File: src/rtl/line_info_ram_ctrl.sv
`default_nettype none
// ---------------------------------------------------------------------------
// Module  : line_info_ram_ctrl
// Brief   : Single-port neighbour-info RAM client with posted write queue,
//           read-after-write stalls and a picture-start zero-clear sweep.
// Revision: 1.0 - initial release
// ---------------------------------------------------------------------------
module line_info_ram_ctrl #(
  parameter int ADDR_BITS = 8,
  parameter int DATA_BITS = 16,
  parameter int WQ_BITS   = 2
) (
  input  logic                 clk,
  input  logic                 rst,
  input  logic                 start_pic,
  output logic                 busy,
  output logic                 clear_done,
  input  logic                 rd_req,
  input  logic [ADDR_BITS-1:0] rd_addr,
  output logic                 rd_ready,
  output logic                 rd_data_valid,
  output logic [DATA_BITS-1:0] rd_data,
  input  logic                 wr_req,
  input  logic [ADDR_BITS-1:0] wr_addr,
  input  logic [DATA_BITS-1:0] wr_data,
  output logic                 wr_ready,
  output logic                 ram_en,
  output logic                 ram_we,
  output logic [ADDR_BITS-1:0] ram_addr,
  output logic [DATA_BITS-1:0] ram_wdata,
  input  logic [DATA_BITS-1:0] ram_rdata
);

  localparam int                 c_depth   = 1 << WQ_BITS;
  localparam logic [WQ_BITS:0]   c_ptr_one = 1;
  localparam logic [ADDR_BITS-1:0] c_cnt_one = 1;

  typedef enum logic [0:0] {
    ST_READY = 1'b0,
    ST_CLEAR = 1'b1
  } state_t;

  state_t               r_state;
  logic [ADDR_BITS-1:0] r_clr_cnt;
  logic [WQ_BITS:0]     r_wr_ptr;
  logic [WQ_BITS:0]     r_rd_ptr;
  logic                 r_rd_valid;
  logic [ADDR_BITS-1:0] r_wq_addr [c_depth];
  logic [DATA_BITS-1:0] r_wq_data [c_depth];

  logic [WQ_BITS:0]     w_count;
  logic [WQ_BITS-1:0]   w_head;
  logic                 w_empty;
  logic                 w_full;
  logic [c_depth-1:0]   w_hit;
  logic                 w_hazard;
  logic                 w_in_ready;
  logic                 w_rd_acc;
  logic                 w_wr_acc;
  logic                 w_pop;

  // Pointers carry an extra wrap bit so full and empty are distinguishable.
  assign w_count = r_wr_ptr - r_rd_ptr;
  assign w_head  = r_rd_ptr[WQ_BITS-1:0];
  assign w_empty = (r_wr_ptr == r_rd_ptr);
  assign w_full  = (r_wr_ptr[WQ_BITS] != r_rd_ptr[WQ_BITS]) &&
                   (r_wr_ptr[WQ_BITS-1:0] == r_rd_ptr[WQ_BITS-1:0]);

  generate
    for (genvar i = 0; i < c_depth; i++) begin : g_hazard
      logic [WQ_BITS-1:0] w_off;
      assign w_off    = WQ_BITS'(i) - w_head;
      assign w_hit[i] = ({1'b0, w_off} < w_count) && (r_wq_addr[i] == rd_addr);
    end
  endgenerate

  assign w_hazard   = |w_hit;
  assign w_in_ready = (r_state == ST_READY);
  assign rd_ready   = w_in_ready && !w_full && !w_hazard;
  assign wr_ready   = w_in_ready && !w_full;
  assign w_rd_acc   = rd_req && rd_ready;
  assign w_wr_acc   = wr_req && wr_ready;
  // A picture start discards the queue, so nothing is popped that cycle.
  assign w_pop      = w_in_ready && !w_rd_acc && !w_empty && !start_pic;

  assign busy          = (r_state == ST_CLEAR);
  assign clear_done    = busy && (&r_clr_cnt) && !start_pic;
  assign rd_data_valid = r_rd_valid;
  assign rd_data       = ram_rdata;

  always_comb begin
    ram_en    = 1'b0;
    ram_we    = 1'b0;
    ram_addr  = '0;
    ram_wdata = '0;
    if (busy) begin
      ram_en   = 1'b1;
      ram_we   = 1'b1;
      ram_addr = r_clr_cnt;
    end else if (w_rd_acc) begin
      ram_en   = 1'b1;
      ram_addr = rd_addr;
    end else if (w_pop) begin
      ram_en    = 1'b1;
      ram_we    = 1'b1;
      ram_addr  = r_wq_addr[w_head];
      ram_wdata = r_wq_data[w_head];
    end
  end

  always_ff @(posedge clk or posedge rst) begin
    if (rst) begin
      r_state    <= ST_READY;
      r_clr_cnt  <= '0;
      r_wr_ptr   <= '0;
      r_rd_ptr   <= '0;
      r_rd_valid <= 1'b0;
    end else begin
      r_rd_valid <= w_rd_acc;
      case (r_state)
        ST_READY: begin
          if (start_pic) begin
            r_state   <= ST_CLEAR;
            r_clr_cnt <= '0;
            r_wr_ptr  <= '0;
            r_rd_ptr  <= '0;
          end else begin
            if (w_wr_acc) r_wr_ptr <= r_wr_ptr + c_ptr_one;
            if (w_pop)    r_rd_ptr <= r_rd_ptr + c_ptr_one;
          end
        end
        ST_CLEAR: begin
          if (start_pic) begin
            r_clr_cnt <= '0;
          end else if (&r_clr_cnt) begin
            r_state   <= ST_READY;
            r_clr_cnt <= '0;
          end else begin
            r_clr_cnt <= r_clr_cnt + c_cnt_one;
          end
        end
        default: r_state <= ST_READY;
      endcase
    end
  end

  // Queue storage needs no reset; only the pointers define validity.
  always_ff @(posedge clk) begin
    if (w_wr_acc) begin
      r_wq_addr[r_wr_ptr[WQ_BITS-1:0]] <= wr_addr;
      r_wq_data[r_wr_ptr[WQ_BITS-1:0]] <= wr_data;
    end
  end

endmodule
`default_nettype wire

File: config.mk
export PLATFORM = sky130hd
export DESIGN_NAME = line_info_ram_ctrl
export DESIGN_NICKNAME = d
export VERILOG_FILES = /design/src/rtl/line_info_ram_ctrl.sv
export SDC_FILE = /design/constraint.sdc
export NUM_CORES = 1
export LEC_CHECK = 0
export CORE_MARGIN = 2
export CORE_UTILIZATION = 35
export DETAILED_ROUTE_END_ITERATION = 10
export RECOVER_POWER = 25
export REMOVE_ABC_BUFFERS = 1
export SYNTH_ARGS = -nofsm -noshare
export SYNTH_HDL_FRONTEND = slang
export SYNTH_SLANG_ARGS = --single-unit
File: constraint.sdc
create_clock -name clk -period 4.97 [get_ports clk]
set_input_delay 0.497 -clock clk [delete_from_list [all_inputs] [get_ports clk]]
set_output_delay 0.497 -clock clk [all_outputs]
set_load 0.01 [all_outputs]
## Word-level counts from Yosys, hierarchy flattened

Memory sizes are Yosys's and may differ from the RTL's.
Cells that the tools add are included.
W data, S select, Z words.

- Add/sub/neg operators: 8
- Order comparisons: 4
- Equal/unequal tests: 8
- Mux-type cells: 25
- Bitwise logic cells: 1
- Reductions and logical operators: 25

Operator list:

| cell | count |
|---|---|
| $mux W16 | 3 |
| $mux W8 | 6 |
| $eq A8 B8 Y1 | 4 |
| $pmux W8 S2 | 1 |
| $logic_and A1 B1 Y1 | 14 |
| $lt A2 B3 Y1 | 4 |
| $mux W3 | 4 |
| $mux W1 | 10 |
| $add A8 B1 Y8 const B | 1 |
| $reduce_and A8 Y1 | 1 |
| $add A3 B1 Y3 const B | 2 |
| $logic_not A1 Y1 | 5 |
| $reduce_and A2 Y1 | 2 |
| $reduce_bool A2 Y1 | 2 |
| $reduce_or A4 Y1 | 1 |
| $sub A1 B2 Y2 const A | 2 |
| $sub A2 B2 Y2 const A | 2 |
| $eq A3 B3 Y1 | 1 |
| $sub A3 B3 Y3 | 1 |
| $eq A2 B2 Y1 | 1 |
| $ne A2 B2 Y1 const B | 1 |
| $pmux W1 S2 | 1 |
| $ne A1 B1 Y1 | 1 |
| $not A1 Y1 | 1 |

- Bits in registers: 16
- Bits in writable memories: 96
- Input bits: 53
- Output and inout port bits: 47
- Logic and storage cells: 78
- Memories: 2

Memories:

| name | words | width | rd ports | clocked after Yosys merged registers in | write ports | line | text |
|---|---|---|---|---|---|---|---|
| r_wq_data | 4 | 16 | 1 | 0 | 1 | 49 | `logic [DATA_BITS-1:0] r_wq_data [c_depth];` |
| r_wq_addr | 4 | 8 | 5 | 0 | 1 | 48 | `logic [ADDR_BITS-1:0] r_wq_addr [c_depth];` |

## Logic depth before layout (Yosys ltp)

- Depth in word-level cells: 14
- Mapped depth: 15
- Depth with buffers taken out: 13

## Least setup slack after synthesis

OpenSTA, ideal clock, no wires.

- Kind: reg-to-output
- Start point: register r_rd_ptr[1]
- End point: output ram_en
- Arrival: 3425 ps
- Data required time: 4473 ps
- Slack: 1048 ps
- Stages on the path, launching flop included: 15
- Path buffers: 4
- Cell sequence: dfrtp_1 -> clkbuf_1 -> clkbuf_1 -> inv_1 -> fa_1 -> inv_1 -> ha_1 -> nor2b_1 -> o21a_1 -> o31ai_4 -> nor4_4 -> and2_1 -> buf_6 -> buf_6 -> or3b_1

- Longest elaborated chain between the ends: 14
- Elaborated cells on any way between the ends: 30
- Classes of those cells: add/sub (5); order compare (4); eq/ne (2); mux (3); reduce/logical (16)

RTL lines:

| what | line | text |
|---|---|---|
| from (decl) | 46 | `logic [WQ_BITS:0] r_rd_ptr;` |
| from (signal assigned) | 129 | `if (w_pop) r_rd_ptr <= r_rd_ptr + c_ptr_one;` |
| $sub A3 B3 Y3 (tied with other cells) | 63 | `assign w_count = r_wr_ptr - r_rd_ptr;` |
| $lt A2 B3 Y1 | 73 | `assign w_hit[i] = ({1'b0, w_off} < w_count) && (r_wq_addr[i] == rd_addr);` |
| $logic_and A1 B1 Y1 | 73 |  |
| $reduce_or A4 Y1 | 77 | `assign w_hazard = \|w_hit;` |
| $logic_not A1 Y1 | 79 | `assign rd_ready = w_in_ready && !w_full && !w_hazard;` |
| $logic_and A1 B1 Y1 (*) | 79 |  |
| via rd_ready | 20 | `output logic rd_ready,` |
| $logic_and A1 B1 Y1 (*) | 81 | `assign w_rd_acc = rd_req && rd_ready;` |
| via w_rd_acc | 58 | `logic w_rd_acc;` |
| $logic_not A1 Y1 | 84 | `assign w_pop = w_in_ready && !w_rd_acc && !w_empty && !start_pic;` |
| $logic_and A1 B1 Y1 (3 in a row) | 84 |  |
| $mux W1 | 103 | `end else if (w_pop) begin` |
| $mux W1 (*) | 100 | `end else if (w_rd_acc) begin` |
| $mux W1 (*) | 96 | `if (busy) begin` |
| to (decl) | 27 | `output logic ram_en,` |

The timed path passes the listed nets; every way through them passes the cells marked *.

## Worst setup path after layout

- Start point: register r_wr_ptr[0]
- End point: output ram_addr[1]

- Longest elaborated chain between the ends: 14
- Elaborated cells on any way between the ends: 26
- Classes of those cells: add/sub (1); order compare (4); eq/ne (2); mux (3); reduce/logical (16)

RTL lines:

| what | line | text |
|---|---|---|
| from (decl) | 45 | `logic [WQ_BITS:0] r_wr_ptr;` |
| from (signal assigned) | 128 | `if (w_wr_acc) r_wr_ptr <= r_wr_ptr + c_ptr_one;` |
| $sub A3 B3 Y3 | 63 |  |
| $lt A2 B3 Y1 | 73 |  |
| $logic_and A1 B1 Y1 | 73 |  |
| $reduce_or A4 Y1 | 77 |  |
| $logic_not A1 Y1 | 79 |  |
| $logic_and A1 B1 Y1 | 79 |  |
| $logic_and A1 B1 Y1 | 81 |  |
| $logic_not A1 Y1 | 84 |  |
| $logic_and A1 B1 Y1 (3 in a row) | 84 |  |
| $mux W8 | 103 |  |
| $mux W8 (*) | 100 |  |
| $mux W8 (*) | 96 |  |
| to (decl) | 29 | `output logic [ADDR_BITS-1:0] ram_addr,` |

Every way passes the cells marked *; elsewhere a longest branch is shown, timed or not.

==> flow_results.org <==
** Run status
- The run finished with clean final reports.

** Clock tree
- Clock tree synthesis selected as its root buffer the cell clkbuf_16.
- Hold repair after CTS inserted 0 buffers.
- Number of post-CTS setup repair buffers :: 0
- Post-CTS repair changed the size of 0 cells.
- Clock latency on the worst-skew pair :: 0.35 ns
- The clock passes through at most 2 buffers.
- CTS tree :: yes
- CTS saw 112 sinks.
- CTS Buf Count :: 9
- After clock tree synthesis, the clock-pin slew on the worst setup and hold paths is 0.08 ns.
- CTS H-tree depth :: 3

** Timing
- Max transition margin :: 40.2%
- Shortest period the worst path allows :: 4.59 ns
- Setup Skew :: 0.00661 ns
- Slew @ Worst Pin :: 0.891 ns
- Count of final setup violators :: 0
- Unrepaired setup endpoints after global routing :: false
- The total count of hold-check failures in the final report came to 0.
- Maximum operating frequency :: 218 MHz
- The number of pins with negative max-slew slack in the final report was 0.
- Final clock period utilization by the worst path :: 92.3%
- Accumulated negative setup slack :: 0 ns

** Setup path
- Worst path bufs/invs :: 5
- Endpoint of the most critical setup path :: ram_addr[1]
- The worst register-to-register path ends at r_rd_ptr[0]$_DFFE_PP0P_.
- Required time of the worst setup path :: 4.47 ns
- R2R setup slack :: about 1.8 ns
- Worst setup path startpoint :: r_wr_ptr[0]$_DFFE_PP0P_
- Crit. path cell count :: 15
- Critical Path Fanout Max :: 13
- The slowest stage of the critical path belongs to the cell clkdlybuf4s50_1.
- STA classifies the critical path startpoint as a flip-flop.
- Cell-by-cell trace of the critical path :: inv_1 > ha_1 > inv_1 > fa_1 > inv_1 > ha_1 > nor2b_1 > o21ai_1 > and3_4 > nor4_4 > and2_1 > buf_4 > nor3b_1 > a221o_1 > clkdlybuf4s50_1
- Worst r2r path cells :: 14
- Critical Setup Path Class :: flip-flop to output pin
- At the worst endpoint, the arrival time is 4.09 ns.
- Worst setup EP type :: output pin
- In this design, the critical path's most frequently occurring cell is inv_1.
- Critical path's largest stage delay :: roughly 0.48 ns
- Cell family contributing the most delay on the critical path :: buffers and inverters
- Reg-to-reg critical path startpoint :: r_wr_ptr[0]$_DFFE_PP0P_

** Route
- In this run the remaining antenna-violating nets after routing total 0.
- Dividing the detail-routed via count by the number of cells gives 5.27.
- DRT iter0 DRCs :: around 180
- Across all layers, the routed design uses ~3100 vias.
- In the final routed layout, each cell accounts on average for 21.3 µm.
- Wires add up to 12.7 mm.
- DRC errors left :: 0
- Iteration count of the initial detailed-routing pass :: 4

** GRT
- Pin count of the biggest net entering global routing :: 28
- The via count of the first global-routing pass was 3369.
- The number of antenna violations at the first check in global routing came to 1.
- GRT Total Usage :: between 15 and 20%
- Total gr overflow :: 0
- Global-route wire length before repair :: 19.5 mm

** Power and ir drop
- Dividing total power by cell area gives a power density of 286 nW/µm².
- The worst-case IR drop observed on VDD is between 200 and 300 µV.
- Overall power of the completed layout :: 1.85 mW
- P_leak :: 2.37 nW

** Cells and area
- Area added between synthesis and finish :: 19.3%
- The filler cells instantiated in the layout total 1354.
- The repair_antennas step left the layout with diodes totalling 0.
- The net count of the finished layout is 470.
- Share of cells above drive strength 1 :: between 10 and 15%
- Number of non-filler instances in the completed layout :: between 500 and 600

** Synth
- Top cell type by total area after synthesis :: edfxtp_1
- Area share of the leading cell type in the synthesized netlist :: 53.2%
- Most used flip-flop cell after synthesis :: edfxtp_1
- The cell count after synthesis came out at around 350.
- Sorting the synthesized cells by how often they occur yields 96 x edfxtp_1, 30 x xor2_1, 25 x and3_1.
- The synthesized design contains 112 register bits.
- The netlist uses 43 different library cells.
- Of all flip-flops after synthesis, the portion carrying an async set or reset was approximately 14%.
- Top cells by area, synth :: edfxtp_1 53%, mux4_2 10%, dfrtp_1 7.4%, xor2_1 4.8%, ha_1 3.5%
- A synthesized cell averages 15.4 µm².
- Leading cell type by number of instances after synthesis :: edfxtp_1
- The synthesized design contains 96 enable-type register cells.
- Sequential cells were found to cover between 60% and 70% of the synthesized design area.
- The Yosys step of the flow raised 0 warnings.
- Summed instance area of the synthesized netlist :: 5420 µm²

** Placement
- Count of buffers inserted at the top-level ports :: 67
- Summed over all nets, the half-perimeter wirelength after detailed placement is about 8.4 mm.
- Cell Count Post-Placement :: 578
- Routability-driven placement finished with a final weighted congestion of 0.767.

** Floorplanning
- The floorplan step defined a die boundary enclosing 16500 µm².
- Once the floorplan was initialized, standard cells occupied ~36% of the core.
- Top Ports :: 100
- Site Rows :: 45
- Core footprint :: 15100 µm²
- Die Wd :: 128 µm
- From bottom edge to top edge, the die measures 128 µm.

** Worst hold path
- The tightest min-delay check is of the input port to asynchronous set/reset pin type.

** Run
- The tool flagged a number of max-cap violations equal to 0.
## registers in the layout (all words and copies together) (netlist names)
signal / cells
r_wq_data: 64
r_wq_addr: 32
r_clr_cnt: 8
r_rd_ptr: 3
r_wr_ptr: 3
busy: 1
rd_data_valid: 1
## metal layers
layer	track usage (%)	vias to the layer above	routed length (µm)
met4	5.17	0	282
met1	20.2	1590	5410
li1	-	1416	-
met2	26.9	107	6200
met3	5.41	18	775
met5	0	-	0
## kinds of logic after synthesis
group,count (synthesis),share of synthesized area (%)
multiplexers,27,10.6
adder cells (fa/ha/maj),16,3.83
buffers and inverters,50,5.19
AND/OR/NAND/NOR,81,9.02
XOR/XNOR,40,6.76
AO/OA/AOI/OAI,27,4.06
flip-flops,112,60.6
## report_power, final
| part | switching (mW) | internal [mW] |
|---|---|---|
| sequential | 0.00377 | 1.02 |
| combinational | 0.0386 | 0.0397 |
| clock | 0.347 | 0.398 |
| total | 0.390 | 1.46 |
## worst min-delay path by stage
stage | to | slack (ns)
after global routing | r_wr_ptr[2]$_DFFE_PP0P_ | 0.62
after floorplan | busy$_DFF_PP0_ | 0.41
after global placement | r_clr_cnt[7]$_DFFE_PP0P_ | 0.56
final | r_wr_ptr[2]$_DFFE_PP0P_ | 0.55
after detailed placement | r_clr_cnt[7]$_DFFE_PP0P_ | 0.57
after CTS | r_wr_ptr[2]$_DFFE_PP0P_ | 0.57
## stage by stage
stage	setup WS, ns	hold slack (ns)	instance area, µm²	util, %
finish	0.384	0.551	6470	42.7
CTS	0.359	0.572	6470	42.7
global placement	0.821	0.556	6160	40.7
global route	0.0967	0.615	6470	42.7
floorplan	0.520	0.411	5180	-
detailed placement	0.735	0.572	6160	40.7
## worst register-to-register path, stage by stage (launching register included)
cell and delay (ns):
dfrtp_1 0.42, inv_1 0.17, ha_1 0.17, inv_1 0.05, fa_1 0.47, inv_1 0.09
ha_1 0.28, nor2b_1 0.12, o21ai_1 0.07, and3_4 0.19, nor4_4 0.33, a21oi_2 0.09
buf_4 0.22, or3_1 0.33, o211ai_1 0.08
## cells in the final DEF, fill, tap and decap left out, types with 3 or more instances in the layout
cell type	synthesis	routed
nand2_1	10	10
nor4_1	6	6
o21ai_0	9	9
nor3b_1	8	8
inv_1	10	10
dlygate4sd3_1	0	18
xnor2_1	9	9
edfxtp_1	96	96
mux4_2	24	24
buf_4	16	10
clkbuf_16	0	9
ha_1	15	15
xor2_1	30	30
dfrtp_1	16	15
nand4_1	6	6
nor2b_1	3	3
and3_1	25	25
clkdlybuf4s50_1	0	49
a221o_1	7	7
nor2_1	11	11
## final cells by class
cell class	count	area, µm²	share of cell area [%]
multi-input cells	191	1860	28.7
well taps	188	235	3.64
repair buffers	77	746	11.5
inverters	10	37.5	0.580
flip-flops and latches	112	3280	50.8
clock buffers	9	225	3.48
clock inverters	7	81.3	1.26
(Power assumes the default switching activity.)
